[src/rtl/spi_gcd_receiver.sv]
// spi_gcd_receiver: oversampling SPI slave that frames MSB-first bytes into a FWFT FIFO; `define SPI_ECHO_EN to echo the previous byte on miso
module spi_gcd_receiver #(
    parameter int DATA_WIDTH = 8,
    parameter int FIFO_DEPTH = 16,
    parameter int ADDR_BITS  = 4
) (
    input  logic                  clock,
    input  logic                  reset,
    input  logic                  spi_clock,
    input  logic                  mosi,
    input  logic                  slave_select,
    output logic                  miso,
    input  logic                  rd_en,
    output logic [DATA_WIDTH-1:0] rd_data,
    output logic                  empty,
    output logic                  full,
    output logic [ADDR_BITS:0]    count,
    output logic                  byte_valid,
    output logic                  overflow,
    output logic                  frame_error,
    input  logic                  clear_flags
);
    localparam int CW = $clog2(DATA_WIDTH + 1);
    localparam logic [CW-1:0] CNT_ONE = CW'(1);
    localparam logic [CW-1:0] CNT_FULL = CW'(DATA_WIDTH);
    localparam logic [ADDR_BITS:0] CNT_DEPTH = (ADDR_BITS+1)'(FIFO_DEPTH);
    localparam logic [ADDR_BITS:0] FIFO_ONE = (ADDR_BITS+1)'(1);
    localparam logic [ADDR_BITS-1:0] PTR_ONE = ADDR_BITS'(1);

    typedef enum logic [1:0] {IDLE, SHIFT, COMMIT} state_t;

    logic [2:0]            sclk_q;
    logic [1:0]            mosi_q;
    logic [1:0]            ss_q;
    state_t                state_q;
    logic [CW-1:0]         bit_cnt_q;
    logic [DATA_WIDTH-1:0] shift_q;
    logic                  byte_valid_q;
    logic                  overflow_q;
    logic                  frame_error_q;
    logic [DATA_WIDTH-1:0] mem_q [FIFO_DEPTH];
    logic [ADDR_BITS-1:0]  wr_ptr_q;
    logic [ADDR_BITS-1:0]  rd_ptr_q;
    logic [ADDR_BITS:0]    count_q;
    logic [ADDR_BITS:0]    count_d;
    logic                  sclk_rise;
    logic                  ss_s;
    logic                  mosi_s;
    logic                  do_write;
    logic                  do_pop;
    logic                  ovf_set;
    logic                  ferr_set;

    assign sclk_rise = sclk_q[1] & ~sclk_q[2];
    assign ss_s      = ss_q[1];
    assign mosi_s    = mosi_q[1];

    assign empty       = (count_q == '0);
    assign full        = (count_q == CNT_DEPTH);
    assign count       = count_q;
    assign rd_data     = empty ? '0 : mem_q[rd_ptr_q];
    assign byte_valid  = byte_valid_q;
    assign overflow    = overflow_q;
    assign frame_error = frame_error_q;

    assign do_write = (state_q == COMMIT) & (~full | rd_en);
    assign do_pop   = rd_en & ~empty;
    assign ovf_set  = (state_q == COMMIT) & full & ~rd_en;
    assign ferr_set = (state_q == SHIFT) & ss_s & (bit_cnt_q != '0) & (bit_cnt_q != CNT_FULL);

    // Two-flop synchronizers; sclk_q[2] is the delayed copy used for edge detection
    always_ff @(posedge clock or posedge reset) begin
        if (reset) begin
            sclk_q <= '0;
            mosi_q <= '0;
            ss_q   <= '1;
        end else begin
            sclk_q <= {sclk_q[1:0], spi_clock};
            mosi_q <= {mosi_q[0], mosi};
            ss_q   <= {ss_q[0], slave_select};
        end
    end

    // Frame FSM: shift bits on rising spi_clock, hand the byte to the FIFO for one COMMIT cycle
    always_ff @(posedge clock or posedge reset) begin
        if (reset) begin
            state_q       <= IDLE;
            bit_cnt_q     <= '0;
            shift_q       <= '0;
            byte_valid_q  <= 1'b0;
            overflow_q    <= 1'b0;
            frame_error_q <= 1'b0;
        end else begin
            byte_valid_q  <= 1'b0;
            overflow_q    <= ovf_set | (overflow_q & ~clear_flags);
            frame_error_q <= ferr_set | (frame_error_q & ~clear_flags);
            case (state_q)
                IDLE: begin
                    if (!ss_s) begin
                        state_q   <= SHIFT;
                        bit_cnt_q <= '0;
                    end
                end
                SHIFT: begin
                    if (bit_cnt_q == CNT_FULL) begin
                        state_q      <= COMMIT;
                        byte_valid_q <= 1'b1;
                    end else if (ss_s) begin
                        state_q   <= IDLE;
                        bit_cnt_q <= '0;
                    end else if (sclk_rise) begin
                        shift_q   <= {shift_q[DATA_WIDTH-2:0], mosi_s};
                        bit_cnt_q <= bit_cnt_q + CNT_ONE;
                    end
                end
                COMMIT: begin
                    bit_cnt_q <= '0;
                    state_q   <= ss_s ? IDLE : SHIFT;
                end
                default: state_q <= IDLE;
            endcase
        end
    end

    assign count_d = (do_write && !do_pop) ? count_q + FIFO_ONE :
                     (!do_write && do_pop) ? count_q - FIFO_ONE : count_q;

    // FIFO pointers and occupancy
    always_ff @(posedge clock or posedge reset) begin
        if (reset) begin
            wr_ptr_q <= '0;
            rd_ptr_q <= '0;
            count_q  <= '0;
        end else begin
            wr_ptr_q <= do_write ? wr_ptr_q + PTR_ONE : wr_ptr_q;
            rd_ptr_q <= do_pop ? rd_ptr_q + PTR_ONE : rd_ptr_q;
            count_q  <= count_d;
        end
    end

    // FIFO storage; rd_data is masked while empty so no array reset is needed
    always_ff @(posedge clock) begin
        if (do_write) mem_q[wr_ptr_q] <= shift_q;
    end

`ifdef SPI_ECHO_EN
    logic                  sclk_fall;
    logic [DATA_WIDTH-1:0] last_q;
    logic [DATA_WIDTH-1:0] tx_q;

    assign sclk_fall = ~sclk_q[1] & sclk_q[2];
    assign miso      = ~slave_select & tx_q[DATA_WIDTH-1];

    // Echo register; the falling edge right after COMMIT (counter 0) is skipped so the reloaded byte keeps its MSB
    always_ff @(posedge clock or posedge reset) begin
        if (reset) begin
            last_q <= '0;
            tx_q   <= '0;
        end else if (state_q == COMMIT) begin
            last_q <= shift_q;
            tx_q   <= shift_q;
        end else if (state_q == IDLE && !ss_s) begin
            tx_q <= last_q;
        end else if (state_q == SHIFT && sclk_fall && bit_cnt_q != '0) begin
            tx_q <= {tx_q[DATA_WIDTH-2:0], 1'b0};
        end
    end
`else
    assign miso = 1'b0;
`endif
endmodule

[config.mk]
export PLATFORM = sky130hd
export DESIGN_NAME = spi_gcd_receiver
export DESIGN_NICKNAME = d
export VERILOG_FILES = /design/src/rtl/spi_gcd_receiver.sv
export SDC_FILE = /design/constraint.sdc
export NUM_CORES = 1
export LEC_CHECK = 0
export CAP_MARGIN = 30
export CORE_AREA = 2 2 110 112
export DETAILED_ROUTE_END_ITERATION = 16
export DIE_AREA = 0 0 112 114
export GPL_TIMING_DRIVEN = 1
export PLACE_DENSITY_LB_ADDON = 0.2
export SETUP_SLACK_MARGIN = 0.05
export SLEW_MARGIN = 20
export SYNTH_ARGS = -nofsm -noshare
export SYNTH_HDL_FRONTEND = slang
export SYNTH_SLANG_ARGS = --single-unit
export TNS_END_PERCENT = 50
[constraint.sdc]
create_clock -name clock -period 6.36 [get_ports clock]
set_clock_uncertainty 0.2 [all_clocks]
set_input_delay 1.272 -clock clock [delete_from_list [all_inputs] [get_ports clock]]
set_output_delay 1.272 -clock clock [all_outputs]
set_load 0.005 [all_outputs]
==> PnR_summary.wiki, run 1 <==
{| class="wikitable"
! Metric !! Value
|-
| Worst skew pair latency || between 400 and 500 ps
|-
| Post-synth ARST share || 22.42%
|-
| Fin crit period || roughly 4600 ps
|-
| Final std cell area, no fill || 7791 um^2
|-
| Clock net sink count || 165
|-
| Standby leakage power || about 2.8 nW
|-
| Startpoint types || flip-flop
|-
| Number of nets in the layout || about 440
|-
| Cell at the root of the clock tree || sky130_fd_sc_hd__clkbuf_16
|-
| Layout Area Growth over Synthesis || 14.70%
|-
| Post-DR vias/cell || ~5.8
|-
| Place WS || ~2100 ps
|-
| Most common cell after layout, fill and taps aside || sky130_fd_sc_hd__edfxtp_1
|-
| Biggest cell delay along the critical path || 720 ps
|-
| Number of vias after detailed routing || ~3.3k
|-
| FMAX || 216.8 MHz
|-
| Syn Area/Cell || approximately 18 um^2
|-
| Overall power after layout || roughly 3.2 mW
|-
| DRC violation count after routing || 0
|-
| Met2 WL post-DR || about 6000 um
|-
| Synth Warn # || 0
|-
| Max Root-Sink Buffers || 2
|-
| Post-synth EDFFs || ~130
|-
| Height of the chip || around 110 um
|-
| Sum of negative setup slack || 0 ps
|-
| Fraction of layout cells with a size suffix above 1 || a little over 20%
|-
| Detailed-routing wirelength on met1 || around 5600 um
|-
| Total wire length || ~12000 um
|-
| Number of antenna violations at the first check in global routing || 0
|-
| Number of DRC markers after the initial detailed-route iteration || approximately 260
|-
| Cell at the slowest stage of the critical path || sky130_fd_sc_hd__dfrtp_1
|-
| Clock-pin slew of the registers on the worst-case setup and hold paths || approximately 60 ps
|-
| Cell area after placement || just over 7000 um^2
|-
| Result of the run || completed
|-
| Worst relative slew slack || around two fifths
|-
| Hold Path Class || flip-flop to flip-flop
|-
| Number of post-CTS setup repair buffers || 0
|-
| Number of buffers inserted for hold repair after clock tree synthesis || 0
|-
| Part of the Yosys area used for sequential elements || a little over two thirds
|-
| Hold_ws || between 100 and 150 ps
|-
| Max Cap Violations || 0
|-
| Count of unique library cells instantiated by Yosys || between 40 and 50
|-
| Crit path cell chain || buf_16, buf_4, mux4_1, mux2_2, o21ai_0, a21oi_1, clkdlybuf4s50_1
|-
| Areal power density over the cells || around 410 nW/um^2
|-
| Pins over their slew limit || 0
|-
| First-pass DRT Iterations || 7
|-
| Global-route wire length before repair || about 20000 um
|-
| Worst path top cell family by delay || buffers and inverters
|-
| Arrival time of data at the critical path endpoint || between 3000 and 4000 ps
|-
| Final-report setup violation count || 0
|-
| Vias in the first global route || approximately 3.5k
|-
| Overflow after GRT || 0
|-
| Largest driver fanout on the critical path || 13
|-
| Die area || between 10000 and 15000 um^2
|-
| Peak supply drop || ~0.00027 V
|-
| Final Hold Fails || 0
|-
| Ant diodes || 0
|-
| Minimum setup slack in the final design || around 1700 ps
|-
| Sum of met3 wire segment lengths after detailed routing || 536 um
|-
| Fraction of the cycle the final worst path needs || 72.54%
|-
| Tightest Pin Transition || 921.0 ps
|-
| Synthesized netlist net count || ~400
|-
| Pin count of the biggest net entering global routing || 38
|-
| Required time worst endpoint || ~4900 ps
|-
| Filler Cell Count || 810
|-
| Initial core utilization || approximately three fifths
|-
| Top flip-flop cell by instance count after synthesis || sky130_fd_sc_hd__edfxtp_1
|-
| Max Used Layer || met4
|-
| Average wire per standard cell || 21.38 um
|-
| Row cnt || 40
|-
| Die W || approximately 110 um
|-
| Total clock buffers created by CTS || 17
|-
| Unrepaired setup endpoints after global routing || false
|-
| Number of gates resized after CTS || 0
|-
| Post-DRT Antenna Nets || 0
|-
| Floorplan Core Area || approximately 12000 um^2
|-
| CTS tree || yes
|-
| Post-synthesis instance area || approximately 6800 um^2
|-
| Number of H-tree branching levels || 4
|-
| Leading cell types in the layout, fill and taps excluded || sky130_fd_sc_hd__edfxtp_1 (128), sky130_fd_sc_hd__dfrtp_1 (35), sky130_fd_sc_hd__clkdlybuf4s50_1 (24)
|-
| Top-Level Pins || 26
|-
| Flip-flop and latch area || approximately 4800 um^2
|-
| Detailed-placement wirelength estimate || 7811 um
|-
| Multi-input gate area in the final layout || about 1800 um^2
|-
| Crit path buffers/inverters || 3
|-
| Count of mapped cells out of synthesis || between 300 and 400
|-
| Flop and latch count out of synthesis || 165
|-
| # port buffers || 24
|-
| All-Layer GR Usage || about a fifth
|-
| Critical path type || flip-flop to primary output
|-
| Routability congestion estimate || 0.7652
|-
| Endpoint type of the worst setup path || primary output
|}
-- per-stage QoR --
step / std cells / util (%)
final: 576 / 66.53
after floorplan: 379 / -
after global placement: 541 / 60.87
after detailed placement: 542 / 61.10
after global routing: 576 / 66.53
after CTS: 574 / 66.37
-- state kept, by name (all words and copies together), names as in the netlist, 2 cells and up --
name	count
mem_q	128
shift_q	8
count	5
bit_cnt_q	4
rd_ptr_q	4
wr_ptr_q	4
sclk_q	3
mosi_q	2
ss_q	2
state_q	2
-- cell usage after synthesis (2+ instances only) --
cell / n / area, um^2
sky130_fd_sc_hd__a21oi_1: 12 / 60.06
sky130_fd_sc_hd__buf_2: 3 / 15.01
sky130_fd_sc_hd__buf_4: 5 / 37.54
sky130_fd_sc_hd__buf_6: 2 / 22.52
sky130_fd_sc_hd__clkbuf_1: 2 / 7.510
sky130_fd_sc_hd__clkbuf_8: 2 / 27.53
sky130_fd_sc_hd__dfrtp_1: 35 / 875.8
sky130_fd_sc_hd__dfstp_2: 2 / 52.55
sky130_fd_sc_hd__edfxtp_1: 128 / 3844
sky130_fd_sc_hd__ha_1: 12 / 150.1
sky130_fd_sc_hd__inv_1: 16 / 60.06
sky130_fd_sc_hd__mux2_2: 17 / 191.4
sky130_fd_sc_hd__mux2i_1: 9 / 90.09
sky130_fd_sc_hd__mux4_1: 9 / 236.5
sky130_fd_sc_hd__mux4_2: 23 / 518.0
sky130_fd_sc_hd__nand2_1: 15 / 56.30
sky130_fd_sc_hd__nand2b_1: 6 / 37.54
sky130_fd_sc_hd__nand3_1: 6 / 30.03
sky130_fd_sc_hd__nor2_1: 18 / 67.56
sky130_fd_sc_hd__nor2b_1: 3 / 18.77
sky130_fd_sc_hd__nor3_1: 6 / 30.03
sky130_fd_sc_hd__o21ai_0: 13 / 65.06
sky130_fd_sc_hd__o21ai_1: 4 / 20.02
sky130_fd_sc_hd__o22ai_1: 2 / 12.51
sky130_fd_sc_hd__o31ai_1: 3 / 22.52
sky130_fd_sc_hd__or4_1: 2 / 15.01
sky130_fd_sc_hd__xnor2_1: 8 / 70.07
-- final timing paths --
check,cells past startpoint,slack [ps],start,end
min in group asynchronous,3,1050,reset,overflow
min,0,150,mosi_q[0],mosi_q[1]
max reg2reg,10,2920,count[0],count[4]
max in group asynchronous,3,4550,reset,ss_q[0]
max,7,1750,rd_ptr_q[1],rd_data[3]
min reg2reg,0,150,mosi_q[0],mosi_q[1]
-- where the power goes --
part / switching [mW] / internal (mW) / leakage [nW]
sequential: 0.139 / 1.26 / 1.65
combinational: 0.319 / 0.455 / 0.851
clock: 0.420 / 0.631 / 0.289
-- kinds of logic after synthesis --
family                     share of synthesized area [%]
AOI/OAI and AO/OA                                  3.371
xor gates and xnor gates                           1.160
adders and majority gates                          2.505
buffers and inverters                              3.076
DFF                                                70.25
muxes                                              15.25
other                                            0.05521
and+or+nand+nor                                    4.329
-- final cells by class --
cell class	count	share of cell area, %
Multi-Input combinational cell	181	23.25
Clock buffer	18	5.637
Clock inverter	14	2.280
Timing Repair Buffer	35	4.448
Tap cell	147	2.361
Inverter	16	0.7708
Sequential cell	165	61.25
-- per-layer routing --
layer,up-vias,global-route usage [%]
met3,18,5.739
met1,1705,28.92
met4,0,7.642
met2,84,34.10
met5,-,0
li1,1538,-
No activity file was read; power rests on OpenSTA's default activity.
==> run 2: changes to the inputs <==
Settings changed: CORE_AREA 2 2 110 112 to 2 2 116 118, DIE_AREA 0 0 112 114 to 0 0 118 120.
Clock period 6.36 ns to 4 ns, I/O delays scaled along.
==> run 2 against run 1 <==
  * Register-to-register slack lost 2300 ps
  * First-iteration DRC count fell by 17%
  * Sequential share of layout area shrank 1.4 points
  * Non-clock buffer count increased by 11
  * Combinational power grew 63%
  * Critical endpoint is now rd_data[1]
==> PnR_summary.wiki, run 2 (synthesis gave the netlist of run 1 again) <==
{| class="wikitable"
! Metric !! Value
|-
| Result of the run || completed
|-
| Tightest Pin Transition || 691.1 ps (-229.9 ps)
|-
| # placed instances || 584 (+7.7%)
|-
| Number of nets in the layout || 447 (+2.5%)
|-
| Hold Path Class || flip-flop to flip-flop
|-
| Die area || 14160 um^2 (+11%)
|-
| Max Cap Violations || 0 (unchanged)
|-
| Arrival time of data at the critical path endpoint || 2730 ps (-410 ps)
|-
| Average wire per standard cell || 19.78 um (-7.5%)
|-
| Post-DRT Antenna Nets || 0 (unchanged)
|-
| Height of the chip || 120 um (+5.3%)
|-
| Cell depth of the worst setup path || 6 (-1)
|-
| Number of antenna violations at the first check in global routing || 0 (unchanged)
|-
| Clock net sink count || 165 (unchanged)
|-
| Most flop-heavy register || mem_q
|-
| CTS tree || yes
|-
| Max FFs per register || 128 (unchanged)
|-
| Pins over their slew limit || 0 (unchanged)
|-
| Number of buffers inserted for hold repair after clock tree synthesis || 0 (unchanged)
|-
| Final-report setup violation count || 0 (unchanged)
|-
| Layout Area Growth over Synthesis || 17.41%
|-
| Initial core utilization || 52.33% (-5.7 points)
|-
| Final cell count without fillers || 616 (+6.9%)
|-
| Row cnt || 42 (+5.0%)
|-
| Worst-case reg-to-reg path depth || 10 (unchanged)
|-
| Sum of negative setup slack || 0 ps (unchanged)
|-
| Worst skew pair latency || 420 ps (about the same)
|-
| Worst path top cell family by delay || multiplexers
|-
| Number of vias after detailed routing || 3345 (unchanged)
|-
| Unrepaired setup endpoints after global routing || false
|-
| Filler Cell Count || 949 (+17%)
|-
| Post-DR vias/cell || 5.430 (-6.5%)
|-
| Fraction of the cycle the final worst path needs || between 90% and 100%
|-
| Total clock buffers created by CTS || 17 (unchanged)
|-
| Crit path buffers/inverters || 2 (-1)
|-
| Number of DRC markers after the initial detailed-route iteration || 211 (-17%)
|-
| All-Layer GR Usage || 18.93% (-2.4 points)
|-
| First-pass DRT Iterations || 4 (-3)
|-
| Biggest cell delay along the critical path || 620 ps (-100 ps)
|-
| Clock-pin slew of the registers on the worst-case setup and hold paths || 60 ps (about the same)
|-
| Number of gates resized after CTS || 0 (unchanged)
|-
| Number of post-CTS setup repair buffers || 0 (unchanged)
|-
| Ant diodes || 0 (unchanged)
|-
| Layout Utilization || 61.44% (-5.1 points)
|-
| Required time worst endpoint || 3000 ps (-1890 ps)
|-
| Leading cell types in the layout, fill and taps excluded || sky130_fd_sc_hd__edfxtp_1 (128), sky130_fd_sc_hd__dfrtp_1 (35), sky130_fd_sc_hd__clkdlybuf4s50_1 (24)
|-
| Die W || 118 um (+5.4%)
|-
| Overall power after layout || 5.303 mW (+65%)
|-
| Fin crit period || between 3000 and 4000 ps
|-
| Peak supply drop || 0.0003616 V (+34%)
|-
| Max Root-Sink Buffers || 2 (unchanged)
|-
| Areal power density over the cells || 664.9 nW/um^2 (+61%)
|-
| # port buffers || 24 (unchanged)
|-
| Largest driver fanout on the critical path || 32 (+19)
|-
| Hold depth || 0 (unchanged)
|-
| Top-Level Pins || 26 (unchanged)
|-
| Crit path cell chain || buf_12, mux4_1, mux2_2, o21ai_0, a21oi_1, clkdlybuf4s50_1
|-
| Multi-input gate area in the final layout || 1812 um^2 (unchanged)
|-
| Cell at the slowest stage of the critical path || sky130_fd_sc_hd__mux4_1
|-
| FMAX || between 200 and 300 MHz
|-
| Overflow after GRT || 0 (unchanged)
|-
| Worst relative slew slack || 53.93% (+16 points)
|-
| Number of H-tree branching levels || 4 (unchanged)
|-
| Critical path type || flip-flop to primary output
|-
| Routability congestion estimate || 0.7906 (+3.3%)
|-
| Standby leakage power || 2.885 nW (+3.2%)
|-
| Vias in the first global route || 3548 (+1.1%)
|-
| Endpoint type of the worst setup path || primary output
|-
| Global-route wire length before repair || 19460 um (-1.7%)
|-
| Final std cell area, no fill || 7975 um^2 (+2.4%)
|-
| Detailed-placement wirelength estimate || 7635 um (-2.3%)
|-
| Most common cell after layout, fill and taps aside || sky130_fd_sc_hd__edfxtp_1
|-
| Final Hold Fails || 0 (unchanged)
|-
| Flip-flop and latch area || 4772 um^2 (unchanged)
|-
| Cell at the root of the clock tree || sky130_fd_sc_hd__clkbuf_16
|-
| DRC violation count after routing || 0 (unchanged)
|-
| Pin count of the biggest net entering global routing || 33 (-13%)
|-
| Cell area after placement || 7295 um^2 (+1.9%)
|-
| Floorplan Core Area || 12980 um^2 (+11%)
|-
| Fraction of layout cells with a size suffix above 1 || 22.05% (+1.8 points)
|-
| Startpoint types || flip-flop
|-
| Total wire length || 12180 um (-1.1%)
|}
## run 2: cell types whose count changed in the layout (fill, tap and decap cells not counted), sizes merged
| cell | change |
|---|---|
| bufinv | +3 |
| clkinv | -4 |
| clkbuf | +2 |
| buf | +11 |
| inv | -1 |
## run 2: metal layers
metal	vias to the layer above	global-route usage (%)	part of all wire [%]
met5	-	0	0
met4	0	6.175	0.99
met3	10	5.181	4.2
met2	72	30.16	50
met1	1700	25.63	45
li1	1563	-	-
## run 2: power by group
group	leakage (nW)	switching (mW)	internal, mW
registers	1.65	0.202	2.00
logic	0.911	0.548	0.716
clock network	0.319	0.628	1.20
total	2.88	1.38	3.92
## run 2: layout make-up
class	count	share of cell area [%]
flip-flops and latches	165	59.84
multi-input cells	181	22.72
clock buffers	20	5.726
repair buffers	46	5.397
clock inverters	12	2.808
well taps	176	2.761
inverters	16	0.7531
## run 2: per-stage QoR
stage / setup slack, ps / hold WS (ps)
6_report: 267.1 / 147.6
3_3_place_gp: 610.9 / 133.6
3_5_place_dp: 502.9 / 137.9
2_1_floorplan: 1018 / 131.2
5_1_grt: 111.1 / 153.5
4_1_cts: 232.1 / 151.5
## run 2: final timing paths
check,from,to,slack (ps)
min,sclk_q[0],sclk_q[1],150
max,rd_ptr_q[1],rd_data[1],270
min in group asynchronous,reset,overflow,560
max in group asynchronous,reset,ss_q[0],2350
max reg2reg,count[0],count[4],660
min reg2reg,sclk_q[0],sclk_q[1],150
==> run 3: changes to the inputs <==
Settings changed: CTS_CLUSTER_DIAMETER set to 120, GPL_ROUTABILITY_DRIVEN set to 0, RECOVER_POWER set to 100.
==> run 3 against run 2 <==
  * Count of clock-buffer cells in the layout unchanged
  * Clock power about the same
  * Largest cell class unchanged
  * Sequential share of layout area up 0.64 points
  * Maximum frequency down 2.6%
  * Cell count unchanged
  * Global-route usage unchanged
  * Combinational power about the same
==> PnR_summary.wiki, run 3 (synthesis gave the netlist of run 1 again) <==
{| class="wikitable"
! Metric !! Value
|-
| Result of the run || completed
|-
| Global-route wire length before repair || 19460 um (unchanged)
|-
| Hold_ws || 147.7 ps (+0.07400 ps)
|-
| Max FFs per register || 128 (unchanged)
|-
| Cell at the slowest stage of the critical path || sky130_fd_sc_hd__mux4_1
|-
| CTS tree || yes
|-
| Height of the chip || 120 um (unchanged)
|-
| Die W || 118 um (unchanged)
|-
| Crit path cell chain || buf_12, mux4_1, mux2_2, o21ai_1, a21oi_1, dlygate4sd3_1
|-
| Worst relative slew slack || 54.40% (+0.47 points)
|-
| Overflow after GRT || 0 (unchanged)
|-
| Fraction of the cycle the final worst path needs || 95.81% (+2.5 points)
|-
| Hold Path Class || flip-flop to flip-flop
|-
| Areal power density over the cells || 668.5 nW/um^2 (+0.53%)
|-
| Fraction of layout cells with a size suffix above 1 || 17.27% (-4.8 points)
|-
| Flip-flop and latch area || 4772 um^2 (unchanged)
|-
| Fin crit period || 3833 ps (+99.64 ps)
|-
| Biggest cell delay along the critical path || 630 ps (about the same)
|-
| Startpoint types || flip-flop
|-
| Filler Cell Count || 974 (+2.6%)
|-
| Vias in the first global route || 3548 (unchanged)
|-
| Post-DR vias/cell || 5.456 (+0.48%)
|-
| FMAX || 260.9 MHz (-2.6%)
|-
| Clock-pin slew of the registers on the worst-case setup and hold paths || 60 ps (about the same)
|-
| Layout Area Growth over Synthesis || 16.17%
|-
| Clock net sink count || 165 (unchanged)
|-
| Pin count of the biggest net entering global routing || 33 (unchanged)
|-
| DRC violation count after routing || 0 (unchanged)
|-
| Number of post-CTS setup repair buffers || 0 (unchanged)
|-
| Max Root-Sink Buffers || 2 (unchanged)
|-
| Ant diodes || 0 (unchanged)
|-
| Post-DRT Antenna Nets || 0 (unchanged)
|-
| Number of DRC markers after the initial detailed-route iteration || 202 (-4.3%)
|-
| Final-report setup violation count || 0 (unchanged)
|-
| Peak supply drop || 0.0003605 V (-0.28%)
|-
| Row cnt || 42 (unchanged)
|-
| Most common cell after layout, fill and taps aside || sky130_fd_sc_hd__edfxtp_1
|-
| Sum of negative setup slack || 0 ps (unchanged)
|-
| Final cell count without fillers || 616 (unchanged)
|-
| Unrepaired setup endpoints after global routing || false
|-
| Multi-input gate area in the final layout || 1799 um^2 (-0.69%)
|-
| Detailed-placement wirelength estimate || 7635 um (unchanged)
|-
| Critical path type || flip-flop to primary output
|-
| All-Layer GR Usage || 18.93% (unchanged)
|-
| Total wire length || 12230 um (+0.35%)
|-
| Cell at the root of the clock tree || sky130_fd_sc_hd__clkbuf_16
|-
| Top-Level Pins || 26 (unchanged)
|-
| Final Hold Fails || 0 (unchanged)
|-
| First-pass DRT Iterations || 4 (unchanged)
|-
| Number of vias after detailed routing || 3361 (+0.48%)
|-
| Largest driver fanout on the critical path || 32 (unchanged)
|-
| Required time worst endpoint || 3000 ps (about the same)
|-
| Standby leakage power || 2.825 nW (-2.1%)
|-
| Worst path top cell family by delay || multiplexers
|-
| Total clock buffers created by CTS || 17 (unchanged)
|-
| Arrival time of data at the critical path endpoint || 2830 ps (+100 ps)
|-
| Die area || 14160 um^2 (unchanged)
|-
| Max Cap Violations || 0 (unchanged)
|-
| # placed instances || 584 (unchanged)
|-
| Average wire per standard cell || 19.85 um (+0.35%)
|-
| Number of gates resized after CTS || 0 (unchanged)
|-
| Overall power after layout || 5.275 mW (-0.52%)
|-
| Number of buffers inserted for hold repair after clock tree synthesis || 0 (unchanged)
|-
| Crit path buffers/inverters || 2 (unchanged)
|-
| Endpoint type of the worst setup path || primary output
|-
| Most flop-heavy register || mem_q
|-
| Pins over their slew limit || 0 (unchanged)
|-
| Number of antenna violations at the first check in global routing || 0 (unchanged)
|-
| Initial core utilization || 52.33% (unchanged)
|-
| Floorplan Core Area || 12980 um^2 (unchanged)
|-
| Worst skew pair latency || 420 ps (about the same)
|-
| # port buffers || 24 (unchanged)
|-
| Leading cell types in the layout, fill and taps excluded || sky130_fd_sc_hd__edfxtp_1 (128), sky130_fd_sc_hd__dfrtp_1 (35), sky130_fd_sc_hd__mux4_2 (23)
|-
| Number of nets in the layout || 447 (unchanged)
|-
| Number of H-tree branching levels || 4 (unchanged)
|-
| Tightest Pin Transition || 684.1 ps (-7.001 ps)
|}
-- run 3: changes by cell type in the layout (fill, tap and decap cells not counted), sizes merged --
cell and delta:
dlygate4sd3 +16, clkbuf +19, buf -19, clkdlybuf4s50 -16
-- run 3: metal layers --
metal	track usage [%]	vias to the layer above	share of wire (%)	wire length, um
met4	6.175	0	1.0	127
li1	-	1556	-	-
met2	30.16	63	50	6080
met1	25.63	1732	46	5600
met5	0	-	0	0
met3	5.181	10	3.4	416
-- run 3: layout make-up --
class	instances	area share (%)
tap	176	2.791
multi-input combinational	181	22.80
clock inverter	12	2.838
clock buffer	20	5.787
inverter	16	0.7611
sequential	165	60.47
timing repair buffer	46	4.550
-- run 3: where the power goes --
group | switching (mW) | internal [mW]
clock network | 0.629 | 1.20
registers | 0.197 | 2.00
logic | 0.545 | 0.695
-- run 3: path summary, 6_finish.rpt --
path	start	end	slack [ps]	depth (start not counted)
worst min-delay path	sclk_q[0]	sclk_q[1]	150	0
min in group asynchronous	reset	overflow	700	2
max in group asynchronous	reset	mosi_q[1]	1910	3
worst max-delay path	rd_ptr_q[1]	rd_data[5]	170	6
worst min register to register	sclk_q[0]	sclk_q[1]	150	0
worst max register to register	count[0]	count[4]	590	10
-- run 3: stage by stage --
stage / instance area (um^2) / setup WS [ps] / util [%]
after CTS: 7975 / 232.1 / 61.44
final: 7891 / 167.4 / 60.80
after global placement: 7295 / 610.9 / 56.20
after detailed placement: 7295 / 502.9 / 56.20
after global routing: 7891 / 64.57 / 60.80
after floorplan: 6793 / 1018 / -
